==> src/rtl/mining_pkg.sv <==
// Shared definitions for the message-RAM sequencer slice: FSM state encoding
// (also driven onto the RAM state input) and message/block geometry.
// Ports: none (package).
package mining_pkg;

  typedef enum logic [1:0] {
    ST_IDLE   = 2'd0,
    ST_LOAD   = 2'd1,
    ST_DRAIN  = 2'd2,
    ST_FINISH = 2'd3
  } state_t;

  localparam int MSG_BYTES       = 512;
  localparam int BLOCK_BYTES     = 64;
  localparam int BYTES_PER_WORD  = 4;
  localparam int WORDS_PER_BLOCK = BLOCK_BYTES / BYTES_PER_WORD;
  localparam int MSG_ADDR_WIDTH  = $clog2(MSG_BYTES);

endpackage

==> src/rtl/msg_mem_sequencer_if.sv <==
// Bundle for the sequencer: upstream byte stream, message RAM port and the
// word stream toward the message-schedule stage.
// Modports: master = sequencer side, slave = environment (source/RAM/sink).
interface msg_mem_sequencer_if
  import mining_pkg::*;
#(
  parameter int DATA_WIDTH = 8,
  parameter int ADDR_WIDTH = MSG_ADDR_WIDTH
);

  logic                                 in_valid;
  logic [DATA_WIDTH-1:0]                in_data;
  logic                                 in_ready;
  logic                                 mem_we;
  logic [ADDR_WIDTH-1:0]                mem_waddr;
  logic [DATA_WIDTH-1:0]                mem_wdata;
  logic                                 mem_re;
  logic [ADDR_WIDTH-1:0]                mem_raddr;
  logic [DATA_WIDTH-1:0]                mem_rdata;
  state_t                               mem_state;
  logic                                 word_valid;
  logic                                 word_ready;
  logic [BYTES_PER_WORD*DATA_WIDTH-1:0] word_data;
  logic                                 word_blk_last;
  logic                                 word_last;

  modport master (
    input  in_valid, in_data, mem_rdata, word_ready,
    output in_ready, mem_we, mem_waddr, mem_wdata, mem_re, mem_raddr,
           mem_state, word_valid, word_data, word_blk_last, word_last
  );

  modport slave (
    output in_valid, in_data, mem_rdata, word_ready,
    input  in_ready, mem_we, mem_waddr, mem_wdata, mem_re, mem_raddr,
           mem_state, word_valid, word_data, word_blk_last, word_last
  );

endinterface

==> src/rtl/byte_packer.sv <==
// Packs registered RAM read bytes big-endian into a word and holds it on a
// valid/ready output; o_room tells the issue logic whether another read fits.
// Ports: i_issue (read launched), i_rdata, i_rdy in; o_room, o_vld, o_dat out.
module byte_packer
  import mining_pkg::*;
#(
  parameter int DATA_WIDTH = 8
) (
  input  logic                                 clk,
  input  logic                                 reset,
  input  logic                                 i_issue,
  input  logic [DATA_WIDTH-1:0]                i_rdata,
  input  logic                                 i_rdy,
  output logic                                 o_room,
  output logic                                 o_vld,
  output logic [BYTES_PER_WORD*DATA_WIDTH-1:0] o_dat
);

  localparam int WORD_BITS = BYTES_PER_WORD * DATA_WIDTH;
  localparam logic [2:0] FULL = 3'(BYTES_PER_WORD);

  logic [2:0]           r_held;
  logic                 r_pend;
  logic [WORD_BITS-1:0] r_shift;
  logic [2:0]           w_fill;

  // A read in flight already owns a slot, so count it against capacity.
  assign w_fill = r_held + {2'b00, r_pend};
  assign o_room = (w_fill < FULL);
  assign o_vld  = (r_held == FULL);
  assign o_dat  = r_shift;

  // Capture and accept never coincide: a full word leaves no room to issue,
  // so no byte can be pending while the word is presented.
  always_ff @(posedge clk) begin
    if (reset) begin
      r_held  <= '0;
      r_pend  <= 1'b0;
      r_shift <= '0;
    end else begin
      r_pend <= i_issue;
      if (r_pend) begin
        r_shift <= {r_shift[WORD_BITS-DATA_WIDTH-1:0], i_rdata};
        r_held  <= r_held + 3'd1;
      end else if (o_vld && i_rdy) begin
        r_held <= '0;
      end
    end
  end

endmodule

==> src/rtl/msg_mem_sequencer.sv <==
// Message RAM sequencer: fills the message RAM from a byte stream, then drains
// it as big-endian 32-bit words tagged with 64-byte block boundary flags.
// Ports: clk/reset/start in, busy/done out; byte stream, RAM, word stream on bus.
module msg_mem_sequencer
  import mining_pkg::*;
#(
  parameter int DATA_WIDTH = 8,
  parameter int DATA_DEPTH = MSG_BYTES,
  parameter int ADDR_WIDTH = MSG_ADDR_WIDTH
) (
  input  logic                clk,
  input  logic                reset,
  input  logic                start,
  output logic                busy,
  output logic                done,
  msg_mem_sequencer_if.master bus
);

  localparam int NUM_WORDS  = DATA_DEPTH / BYTES_PER_WORD;
  localparam int WIDX_WIDTH = $clog2(NUM_WORDS);
  localparam int BLK_BITS   = $clog2(WORDS_PER_BLOCK);
  localparam logic [ADDR_WIDTH-1:0] LAST_ADDR = ADDR_WIDTH'(DATA_DEPTH - 1);
  localparam logic [WIDX_WIDTH-1:0] LAST_WIDX = WIDX_WIDTH'(NUM_WORDS - 1);

  state_t                               r_state, w_state_nxt;
  logic [ADDR_WIDTH-1:0]                r_waddr, r_raddr;
  logic                                 r_rd_all;  // final address already issued
  logic [WIDX_WIDTH-1:0]                r_widx;
  logic                                 w_we, w_issue, w_room, w_acc;
  logic                                 w_last_word, w_load_done;
  logic                                 w_word_vld;
  logic [BYTES_PER_WORD*DATA_WIDTH-1:0] w_word_dat;

  always_ff @(posedge clk) begin
    if (reset) r_state <= ST_IDLE;
    else       r_state <= w_state_nxt;
  end

  always_comb begin
    w_state_nxt  = r_state;
    bus.in_ready = 1'b0;
    w_we         = 1'b0;
    w_issue      = 1'b0;
    busy         = 1'b1;
    done         = 1'b0;
    case (r_state)
      ST_IDLE: begin
        busy = 1'b0;
        if (start) w_state_nxt = ST_LOAD;
      end
      ST_LOAD: begin
        bus.in_ready = 1'b1;
        w_we         = bus.in_valid;
        if (w_we && (r_waddr == LAST_ADDR)) w_state_nxt = ST_DRAIN;
      end
      ST_DRAIN: begin
        w_issue = w_room && !r_rd_all;
        if (w_acc && w_last_word) w_state_nxt = ST_FINISH;
      end
      ST_FINISH: begin
        done        = 1'b1;
        w_state_nxt = ST_IDLE;
      end
      default: w_state_nxt = ST_IDLE;
    endcase
  end

  assign w_load_done = w_we && (r_waddr == LAST_ADDR);
  assign w_acc       = w_word_vld && bus.word_ready;
  assign w_last_word = (r_widx == LAST_WIDX);

  assign bus.mem_we        = w_we;
  assign bus.mem_waddr     = r_waddr;
  assign bus.mem_wdata     = bus.in_ready ? bus.in_data : '0;
  assign bus.mem_re        = w_issue;
  assign bus.mem_raddr     = r_raddr;
  assign bus.mem_state     = r_state;
  assign bus.word_valid    = w_word_vld;
  assign bus.word_data     = w_word_dat;
  assign bus.word_blk_last = w_word_vld && (r_widx[BLK_BITS-1:0] == '1);
  assign bus.word_last     = w_word_vld && w_last_word;

  always_ff @(posedge clk) begin
    if (reset) begin
      r_waddr  <= '0;
      r_raddr  <= '0;
      r_rd_all <= 1'b0;
      r_widx   <= '0;
    end else begin
      if ((r_state == ST_IDLE) && start)
        r_waddr <= '0;
      else if (w_we)
        r_waddr <= w_load_done ? '0 : r_waddr + ADDR_WIDTH'(1);

      if (w_load_done) begin
        r_raddr  <= '0;
        r_rd_all <= 1'b0;
        r_widx   <= '0;
      end else begin
        // The read counter parks on the last address; r_rd_all stops issue.
        if (w_issue) begin
          if (r_raddr == LAST_ADDR) r_rd_all <= 1'b1;
          else                      r_raddr  <= r_raddr + ADDR_WIDTH'(1);
        end
        if (w_acc) r_widx <= w_last_word ? '0 : r_widx + WIDX_WIDTH'(1);
      end
    end
  end

  byte_packer #(.DATA_WIDTH(DATA_WIDTH)) u_packer (
    .clk     (clk),
    .reset   (reset),
    .i_issue (w_issue),
    .i_rdata (bus.mem_rdata),
    .i_rdy   (bus.word_ready),
    .o_room  (w_room),
    .o_vld   (w_word_vld),
    .o_dat   (w_word_dat)
  );

endmodule

==> src/flat_wrapper.sv <==
// flat-port wrapper written by rule: the top's interface ports become plain ports
module msg_mem_sequencer_flat import mining_pkg::*;
#(
  parameter int DATA_WIDTH = 8,
  parameter int DATA_DEPTH = MSG_BYTES,
  parameter int ADDR_WIDTH = MSG_ADDR_WIDTH
)
  (clk, reset, start, busy, done, bus_in_valid, bus_in_data, bus_mem_rdata, bus_word_ready, bus_in_ready, bus_mem_we, bus_mem_waddr, bus_mem_wdata, bus_mem_re, bus_mem_raddr, bus_mem_state, bus_word_valid, bus_word_data, bus_word_blk_last, bus_word_last);
  msg_mem_sequencer_if #(.DATA_WIDTH(DATA_WIDTH), .ADDR_WIDTH(ADDR_WIDTH)) bus_i ();
  input  logic clk;
  input  logic reset;
  input  logic start;
  output logic busy;
  output logic done;
  input wire logic [$bits(bus_i.in_valid)-1:0] bus_in_valid;
  input wire logic [$bits(bus_i.in_data)-1:0] bus_in_data;
  input wire logic [$bits(bus_i.mem_rdata)-1:0] bus_mem_rdata;
  input wire logic [$bits(bus_i.word_ready)-1:0] bus_word_ready;
  output wire logic [$bits(bus_i.in_ready)-1:0] bus_in_ready;
  output wire logic [$bits(bus_i.mem_we)-1:0] bus_mem_we;
  output wire logic [$bits(bus_i.mem_waddr)-1:0] bus_mem_waddr;
  output wire logic [$bits(bus_i.mem_wdata)-1:0] bus_mem_wdata;
  output wire logic [$bits(bus_i.mem_re)-1:0] bus_mem_re;
  output wire logic [$bits(bus_i.mem_raddr)-1:0] bus_mem_raddr;
  output wire logic [$bits(bus_i.mem_state)-1:0] bus_mem_state;
  output wire logic [$bits(bus_i.word_valid)-1:0] bus_word_valid;
  output wire logic [$bits(bus_i.word_data)-1:0] bus_word_data;
  output wire logic [$bits(bus_i.word_blk_last)-1:0] bus_word_blk_last;
  output wire logic [$bits(bus_i.word_last)-1:0] bus_word_last;
  assign bus_i.in_valid = bus_in_valid;
  assign bus_i.in_data = bus_in_data;
  assign bus_i.mem_rdata = bus_mem_rdata;
  assign bus_i.word_ready = bus_word_ready;
  assign bus_in_ready = bus_i.in_ready;
  assign bus_mem_we = bus_i.mem_we;
  assign bus_mem_waddr = bus_i.mem_waddr;
  assign bus_mem_wdata = bus_i.mem_wdata;
  assign bus_mem_re = bus_i.mem_re;
  assign bus_mem_raddr = bus_i.mem_raddr;
  assign bus_mem_state = bus_i.mem_state;
  assign bus_word_valid = bus_i.word_valid;
  assign bus_word_data = bus_i.word_data;
  assign bus_word_blk_last = bus_i.word_blk_last;
  assign bus_word_last = bus_i.word_last;
  msg_mem_sequencer #(.DATA_WIDTH(DATA_WIDTH), .DATA_DEPTH(DATA_DEPTH), .ADDR_WIDTH(ADDR_WIDTH)) u_core (.clk(clk), .reset(reset), .start(start), .busy(busy), .done(done), .bus(bus_i));
endmodule
==> config.mk <==
export PLATFORM = sky130hd
export DESIGN_NAME = msg_mem_sequencer_flat
export DESIGN_NICKNAME = d
export VERILOG_FILES = /design/src/rtl/mining_pkg.sv /design/src/rtl/msg_mem_sequencer_if.sv /design/src/rtl/byte_packer.sv /design/src/rtl/msg_mem_sequencer.sv /design/src/flat_wrapper.sv
export SDC_FILE = /design/constraint.sdc
export NUM_CORES = 1
export LEC_CHECK = 0
export BUFFER_PORTS_ARGS = -buffer_cell sky130_fd_sc_hd__buf_2
export CAP_MARGIN = 20
export CORE_ASPECT_RATIO = 1.1
export CORE_MARGIN = 4
export CORE_UTILIZATION = 40
export CTS_CLUSTER_DIAMETER = 120
export CTS_CLUSTER_SIZE = 30
export DETAILED_ROUTE_END_ITERATION = 16
export HOLD_SLACK_MARGIN = 0.02
export PLACE_DENSITY_LB_ADDON = 0.2
export SKIP_CTS_REPAIR_TIMING = 1
export SYNTH_ARGS = -nofsm -noshare
export SYNTH_HDL_FRONTEND = slang
export SYNTH_HIERARCHICAL = 1
export SYNTH_SLANG_ARGS = --single-unit
==> constraint.sdc <==
create_clock -name clk -period 2.4 [get_ports clk]
set_clock_uncertainty 0.2 [all_clocks]
set_input_delay 0.48 -clock clk [delete_from_list [all_inputs] [get_ports clk]]
set_output_delay 0.48 -clock clk [all_outputs]
set_load 0.03 [all_outputs]
# After elaboration in Yosys (flattened, before gate mapping)
# Cells that the tools add are included.
[op_classes] addsub=5 n_lt_le_gt_ge=1 n_eq_ne=11 mux=14 bitwise_logic=1 n_reduce_logical=16
[ops] cell="9-bit by 1-bit adder with 9-bit output (second input constant)" n=2
[ops] cell="9-bit == test (second input constant)" n=2
[ops] cell="9-bit two-way mux" n=1
[ops] cell="1-bit logical AND" n=8
[ops] cell="8-bit two-way mux" n=1
[ops] cell="2-bit one-hot mux with 4 select lines" n=1
[ops] cell="7-bit by 1-bit adder with 7-bit output (second input constant)" n=1
[ops] cell="7-bit == test (second input constant)" n=1
[ops] cell="7-bit two-way mux" n=1
[ops] cell="2-bit two-way mux" n=3
[ops] cell="3-bit two-way mux" n=2
[ops] cell="1-bit two-way mux" n=5
[ops] cell="2-bit == test (second input constant)" n=2
[ops] cell="4-bit == test (second input constant)" n=1
[ops] cell="2-bit by 1-bit != test with 1-bit output (second input constant)" n=2
[ops] cell="2-bit AND reduction" n=2
[ops] cell="2-bit OR reduction" n=2
[ops] cell="3-bit by 1-bit adder with 3-bit output" n=1
[ops] cell="3-bit by 1-bit adder with 3-bit output (second input constant)" n=1
[ops] cell="3-bit == test (second input constant)" n=1
[ops] cell="3-bit less-than comparator (second input constant)" n=1
[ops] cell="3-bit AND reduction" n=1
[ops] cell="2-bit by 1-bit == test with 1-bit output (second input constant)" n=1
[ops] cell="2-bit zero test" n=1
[ops] cell="other kinds (4)" n=4
[word_totals] regBits=64 inputBits=21 out_inout_bits=68 wordCells=56

# Longest topological paths before layout
# Gate-level depths: netlist of run 1.
[logic_depth] ltp_word=5 mapped_depth=9 mapped_depth_nobuf=8

# By module
# The synthesis of run 1 kept the hierarchy.
[by_module_without_submodules] mod="msg_mem_sequencer" n_inst=1 cells_each=171 area_per_inst_um2=1458.9
[by_module_without_submodules] mod="byte_packer" n_inst=1 cells_each=127 area_per_inst_um2=1391.3

# Least setup slack after synthesis of run 1
# No wires, ideal clock.
[synth_timing] kind="register -> output" start="reg u_core.r_state[0], in the netlist u_core/bus.mem_state[0]" end="out bus_mem_wdata[0]" arrival_ns=1.538 slack_ns=0.182 stages_incl_launch_ff=4 path_buffers=1 path_cell_list="dfxtp_1 ha_1 clkbuf_1 and2_1"
[synth_via] elab_chain_len=3
[synth_lines] element="from (decl)" line_no="msg_mem_sequencer.sv:25" source="state_t r_state, w_state_nxt;"
[synth_lines] element="from (signal assigned)" line_no="msg_mem_sequencer.sv:36" source="else r_state <= w_state_nxt;"
[synth_lines] element="2-bit by 1-bit == test with 1-bit output" line_no="msg_mem_sequencer.sv:46" source="case (r_state)"
[synth_lines] element="1-bit two-way mux" line_no="msg_mem_sequencer.sv:46"
[synth_lines] element="named net bus_in_ready" line_no="flat_wrapper.sv:19" source="output wire logic [$bits(bus_i.in_ready)-1:0] bus_in_ready;"
[synth_lines] element="8-bit two-way mux" line_no="msg_mem_sequencer.sv:74" source="assign bus.mem_wdata = bus.in_ready ? bus.in_data : '0;"
[synth_lines] element="to (decl)" line_no="flat_wrapper.sv:22" source="output wire logic [$bits(bus_i.mem_wdata)-1:0] bus_mem_wdata;"
# The timed path passes the listed nets, and every way through them passes these cells.

# Worst setup path after layout of run 1
[layout_timing] start="reg u_core.r_widx[0]" end="out bus_word_last"
[layout_via] elab_chain_len=2
[layout_lines] element="from (decl)" line_no="msg_mem_sequencer.sv:28" source="logic [WIDX_WIDTH-1:0] r_widx;"
[layout_lines] element="from (signal assigned)" line_no="msg_mem_sequencer.sv:105" source="if (w_acc) r_widx <= w_last_word ? '0 : r_widx + WIDX_WIDTH'(1);"
[layout_lines] element="7-bit == test" line_no="msg_mem_sequencer.sv:70" source="assign w_last_word = (r_widx == LAST_WIDX);"
[layout_lines] element="1-bit logical AND" line_no="msg_mem_sequencer.sv:81" source="assign bus.word_last = w_word_vld && w_last_word;"
[layout_lines] element="to (decl)" line_no="flat_wrapper.sv:29" source="output wire logic [$bits(bus_i.word_last)-1:0] bus_word_last;"
# No other way between the ends.

==> results.json, run 1 <==
{
  "powerDensity_nw_per_um2": 813,
  "layout_min_cycle_time_ps": 2220,
  "final_cell_mix": "buf_2 (87), dfxtp_1 (63), nor2_1 (53)",
  "track_usage_pct": 14.1,
  "rsz0062_at_grt": "false",
  "critPathRequiredTime_ps": 1720,
  "worstSetupEndpointType": "output pin",
  "viasPerCell": 4.98,
  "busiest_layer": "met2",
  "cts_tree": "done",
  "cts_made_buffers": 9,
  "min_period_over_period_pct": 92.4,
  "finalHoldViolCount": 0,
  "cp_max_fo": 5,
  "async_reset_ff_share_pct": 0,
  "power_mw": 2.85,
  "worst-path-buf-inv": 1,
  "cpMaxStageDelayCell": "dfxtp_1",
  "gp_congestion": 0.818,
  "outcome": "finished clean",
  "vias": 2374,
  "gr-usage-met2_pct": 22.3,
  "grt_start_max_net_pins": 39,
  "cp-start-kind": "register",
  "synthMuxAreaShare_pct": 12.6,
  "critical_path.top_delay_family": "flip-flops",
  "insertion_delay_ps": 330,
  "synthToLayoutAreaGrowth_pct": 23.1,
  "boundaryPins": 89,
  "drtIter0Drc": 71,
  "finalSetupViolCount": 0,
  "postRouteWirelength_um": 5910,
  "root_buffer": "clkbuf_8",
  "utilization_pct": 50.4,
  "worstPathArrival_ps": 1540,
  "met1_usage_pct": 17.6,
  "p_leak_nw": 1.54,
  "peakVddDrop_uv": 335,
  "synth_warnings": 6,
  "max_stage_delay_ps": 410,
  "cts.htree.levels": 3,
  "fp.coreArea_sq_um": 6970,
  "grt.met3_usage_pct": 4.92,
  "synth_seq_cells": 64,
  "tns_ps": 0,
  "synth.distinct_cells": 40,
  "tightestPinTransition_ps": 568,
  "die_area_sq_um": 8540,
  "timing.hold.ws_ps": 176,
  "wl_per_cell_um": 12.4,
  "grt_pass1_vias": 2156,
  "maxSlewViolCount": 0,
  "cap_violations": 0,
  "crit_chain": "ha_2, and3_1, nand2_1, nor2_1, buf_2",
  "initial_core_util_pct": 40.9,
  "rows": 32,
  "synthAdderAreaFrac_pct": 4.83,
  "syn_inst": 298,
  "drive_gt1_share_pct": 30.1,
  "placed_cells": 461,
  "io_buffers": 88,
  "postRouteAntennaNets": 0,
  "clock.fmax_ghz": 0.451,
  "synth_top_family_by_area": "simple AND/OR/NAND/NOR gates",
  "path_clk_slew_ps": 80,
  "cts_buffer_depth": 2,
  "syn_nets": 330,
  "die_h_um": 96.5,
  "synth_compound_area_share_pct": 5.31,
  "hpwl_um": 4150,
  "nNetsFinal": 419,
  "fin_cells": 477,
  "synthesis.area_sq_um": 2850,
  "grt_pass1_wl_um": 9510,
  "antenna_found_initial": 0,
  "first_pass_iters": 4,
  "drt_drc_violations_left": 0,
  "num_antenna_cells": 0,
  "die-width_um": 88.5,
  "yosys.area_share.simple_pct": 21.9,
  "hp-class": "in -> reg",
  "avgSynthCellArea_sq_um": 9.56,
  "overflow": 0,
  "relSlewSlack_pct": 62.1,
  "final_common_cell": "buf_2",
  "synth_xor_xnor_area_share_pct": 4.92,
  "synth-seq-area-share_pct": 45.0,
  "clock_sink_count": 64,
  "synth_edf_count": 0,
  "synthFlopType": "dfxtp_1",
  "crit_type": "reg -> out"
}
## routing by layer
| metal | up-vias | part of all wire (%) |
|---|---|---|
| met3 | 8 | 6.7 |
| li1 | 1188 | - |
| met2 | 62 | 48 |
| met4 | 0 | 1.5 |
| met5 | - | 0 |
| met1 | 1116 | 44 |
## sequential cells by signal (all words and copies together) (netlist names)
name,cells
u_core/u_packer/r_pend,1
u_core/r_rd_all,1
u_core/bus.mem_waddr,9
u_core/r_widx,7
u_core/bus.mem_raddr,9
u_core/bus.mem_state,2
u_core/u_packer/r_held,3
u_core/u_packer/o_dat,32
## cells by family after synthesis
| kind of cell | Yosys count |
|---|---|
| buf+inv | 19 |
| flops | 64 |
| xor+xnor | 16 |
| simple gates | 128 |
| mux | 36 |
| compound gates | 24 |
| fa+ha+maj | 11 |
## synth_stat cells, types with 2 or more instances
cell,number,share of area (%)
nand2_1,20,2.6
a21oi_1,7,1.2
o21ai_0,5,0.88
xor2_1,11,3.4
buf_12,3,2.1
or3_1,4,0.88
nand2b_1,5,1.1
nand4_1,10,2.2
a31oi_1,2,0.44
a21o_1,2,0.53
nor3_1,3,0.53
ha_1,11,4.8
nand3_1,7,1.2
mux2i_1,36,13
inv_1,6,0.79
and2_1,10,2.2
a211oi_1,2,0.53
dfxtp_1,64,45
nor2_1,54,7.1
clkbuf_1,3,0.40
and3_1,5,1.1
nand3b_1,3,0.79
xnor2_1,5,1.5
buf_6,4,1.6
## worst reg2reg max path, cell delays in order (launching register included)
cell	delay, ps
dfxtp_1	350
ha_1	230
nand2_1	110
nor3_1	60
ha_1	200
and4bb_1	500
nor3b_2	250
xnor2_1	160
nor2_2	40
## through the flow
stage	worst slack, ps	area (sq um)
finish	183	3510
global route	0.844	3510
CTS	-10.5	3480
detailed placement	227	3280
global placement	283	3280
floorplan	182	2850
## area by class of cell
cell class	instances	area (sq um)
Tap cell	85	106
Sequential cell	64	1280
Inverter	7	26.3
Fill cell	684	3460
Clock buffer	9	124
Timing Repair Buffer	90	458
Clock inverter	7	71.3
Multi-Input combinational cell	215	1440
## path summary, 6_finish.rpt
path                         endpoint                     from  slack [ps]  depth (start not counted)
min reg2reg   u_core/bus.mem_waddr[8]  u_core/bus.mem_waddr[8]         280                          2
min          u_core/u_packer/o_dat[5]         bus_mem_rdata[5]         180                          3
max reg2reg   u_core/bus.mem_raddr[6]  u_core/bus.mem_raddr[0]         200                          8
max                     bus_word_last         u_core/r_widx[0]         180                          5
## power breakdown
part	leakage [nW]	switching [mW]	internal, mW
Sequential	0.517	0.0512	1.11
Combinational	0.927	0.497	0.275
Clock	0.0916	0.437	0.479
No activity file was read; power rests on OpenSTA's default activity.
==> inputs of run 2 (changes only) <==
- GPL_TIMING_DRIVEN: unset -> 0
==> run 2 against run 1 <==
- critical path depth up 1
- maximum frequency down 4.7%
- clock power up 24%
- wire length up 2.0%
- sequential power about the same
- highest routed layer unchanged
- worst hold slack better by 2.6 ps
- setup slack worse by 110 ps
- register-to-register slack better by 30 ps
- critical path type unchanged
- via count down 0.88%
- combinational power up 8.9%
- cell count up 2.1%
- first-iteration DRC count up 34%
==> results.json, run 2 (synthesized netlist as in run 1, its figures left out) <==
{
  "r2r-start": "u_core/bus.mem_raddr[0]",
  "max_stage_delay_ps": 360,
  "path_clk_slew_ps": 70,
  "drtIter0Drc": 95,
  "rows": 32,
  "hp-class": "in -> reg",
  "cts_tree": "done",
  "nNetsFinal": 429,
  "antenna_found_initial": 0,
  "netSwitchingFraction_pct": 32.1,
  "gp_congestion": 0.743,
  "initial_core_util_pct": 40.9,
  "r2r_cells": 9,
  "hpwl_um": 4520,
  "combPwrFrac_pct": 26.7,
  "first_pass_iters": 4,
  "die_area_sq_um": 8540,
  "final_common_cell": "buf_2",
  "postRouteWirelength_um": 6030,
  "fillers": 680,
  "root_buffer": "clkbuf_8",
  "place_ws_ps": 230,
  "setup_ws_ps": 74.3,
  "layout.area.seq_sq_um": 1280,
  "boundaryPins": 89,
  "worstPathArrival_ps": 1650,
  "cp_max_fo": 10,
  "cap_violations": 0,
  "crit_chain": "buf_6, nand3_1, xor2_2, nand2_1, nor2_1, buf_4",
  "finalHoldViolCount": 0,
  "cp-start-kind": "register",
  "largest_reg_flops": 32,
  "cts_buffer_depth": 2,
  "crit_start": "u_core/u_packer/r_pend",
  "min_delay_path_depth": 3,
  "outcome": "finished clean",
  "p_leak_nw": 1.63,
  "relSlewSlack_pct": 68.2,
  "fp.coreArea_sq_um": 6970,
  "ff2ff_setup_slack_ps": 230,
  "maxSlewViolCount": 0,
  "tightestPinTransition_ps": 477,
  "grt_pass1_wl_um": 9960,
  "finalSetupViolCount": 0,
  "layout_min_cycle_time_ps": 2330,
  "postRouteAntennaNets": 0,
  "die-width_um": 88.5,
  "min_period_over_period_pct": 96.9,
  "synthToLayoutAreaGrowth_pct": 28.5,
  "grt_start_max_net_pins": 14,
  "die_h_um": 96.5,
  "final_cell_mix": "buf_2 (88), dfxtp_1 (64), nor2_1 (54)",
  "grt_pass1_vias": 2182,
  "vias": 2353,
  "cts_made_buffers": 9,
  "overflow": 0,
  "endpoint": "bus_mem_re",
  "clock_sink_count": 64,
  "p_seq_share_pct": 36.9,
  "multiInputGateArea_sq_um": 1430,
  "track_usage_pct": 14.9,
  "peakVddDrop_uv": 440,
  "cpMaxStageDelayCell": "dfxtp_1",
  "powerDensity_nw_per_um2": 859,
  "critPathRequiredTime_ps": 1720,
  "drive_gt1_share_pct": 30.3,
  "crit_type": "reg -> out",
  "p_clk_share_pct": 36.3,
  "insertion_delay_ps": 330,
  "clock.fmax_ghz": 0.430,
  "p_int_mw": 2.14,
  "utilization_pct": 52.6,
  "wl_per_cell_um": 12.4,
  "viasPerCell": 4.83,
  "power.net_switching_mw": 1.01,
  "r2r-end": "u_core/bus.mem_raddr[6]",
  "worstSetupEndpointType": "output pin",
  "num_antenna_cells": 0,
  "cts.htree.levels": 3,
  "drt_drc_violations_left": 0,
  "io_buffers": 88
}
run 2: how the worst min path moves through the flow:
stage	from	endpoint	slack, ps
after floorplan	u_core/r_rd_all	u_core/r_rd_all	250
after global placement	u_core/bus.mem_waddr[8]	u_core/bus.mem_waddr[8]	260
after detailed placement	u_core/bus.mem_waddr[8]	u_core/bus.mem_waddr[8]	270
after CTS	bus_mem_rdata[0]	u_core/u_packer/o_dat[0]	170
after global routing	bus_mem_rdata[0]	u_core/u_packer/o_dat[0]	190
final	bus_mem_rdata[2]	u_core/u_packer/o_dat[2]	180
run 2: area by class of cell:
class	count	share of cell area [%]
Buffer	12	3.55
Clock buffer	9	3.38
Clock inverter	7	3.42
Inverter	7	0.717
Multi-Input combinational cell	215	38.9
Sequential cell	64	35.0
Tap cell	85	2.90
Timing Repair Buffer	88	12.1
run 2: through the flow:
| step | TNS (ps) | power, mW | hold slack (ps) | cell area (sq um) | cells |
|---|---|---|---|---|---|
| after floorplan | 0 | 1.82 | 252 | 2850 | 298 |
| after global placement | 0 | 2.02 | 262 | 3400 | 471 |
| after detailed placement | 0 | 2.03 | 271 | 3400 | 471 |
| after CTS | 0 | 3.18 | 166 | 3650 | 487 |
| after global routing | -39.3 | 3.32 | 190 | 3660 | 487 |
| final | 0 | 3.15 | 179 | 3660 | 487 |
run 2: power by group through the flow:
stage | Clock (mW) | Sequential [mW] | Combinational, mW
floorplan | 0 | 1.26 | 0.563
global placement | 0 | 1.19 | 0.831
detailed placement | 0 | 1.19 | 0.845
CTS | 1.17 | 1.16 | 0.844
global route | 1.22 | 1.17 | 0.920
finish | 1.14 | 1.16 | 0.841
run 2: metal layers:
layer  up-vias  GRT usage, %  wire [um]
li1       1213             -          -
met1      1060          19.1       2710
met2        70          23.8       2820
met3        10          3.48        385
met4         0          7.18        108
met5         -             0          0
run 2: worst max-delay path: cells and delay by family, from the launching register on:
| family | cells | cell delay [ps] |
|---|---|---|
| AND/OR/NAND/NOR | 3 | 390 |
| buffers and inverters | 2 | 380 |
| flip-flops | 1 | 360 |
| XOR/XNOR | 1 | 180 |
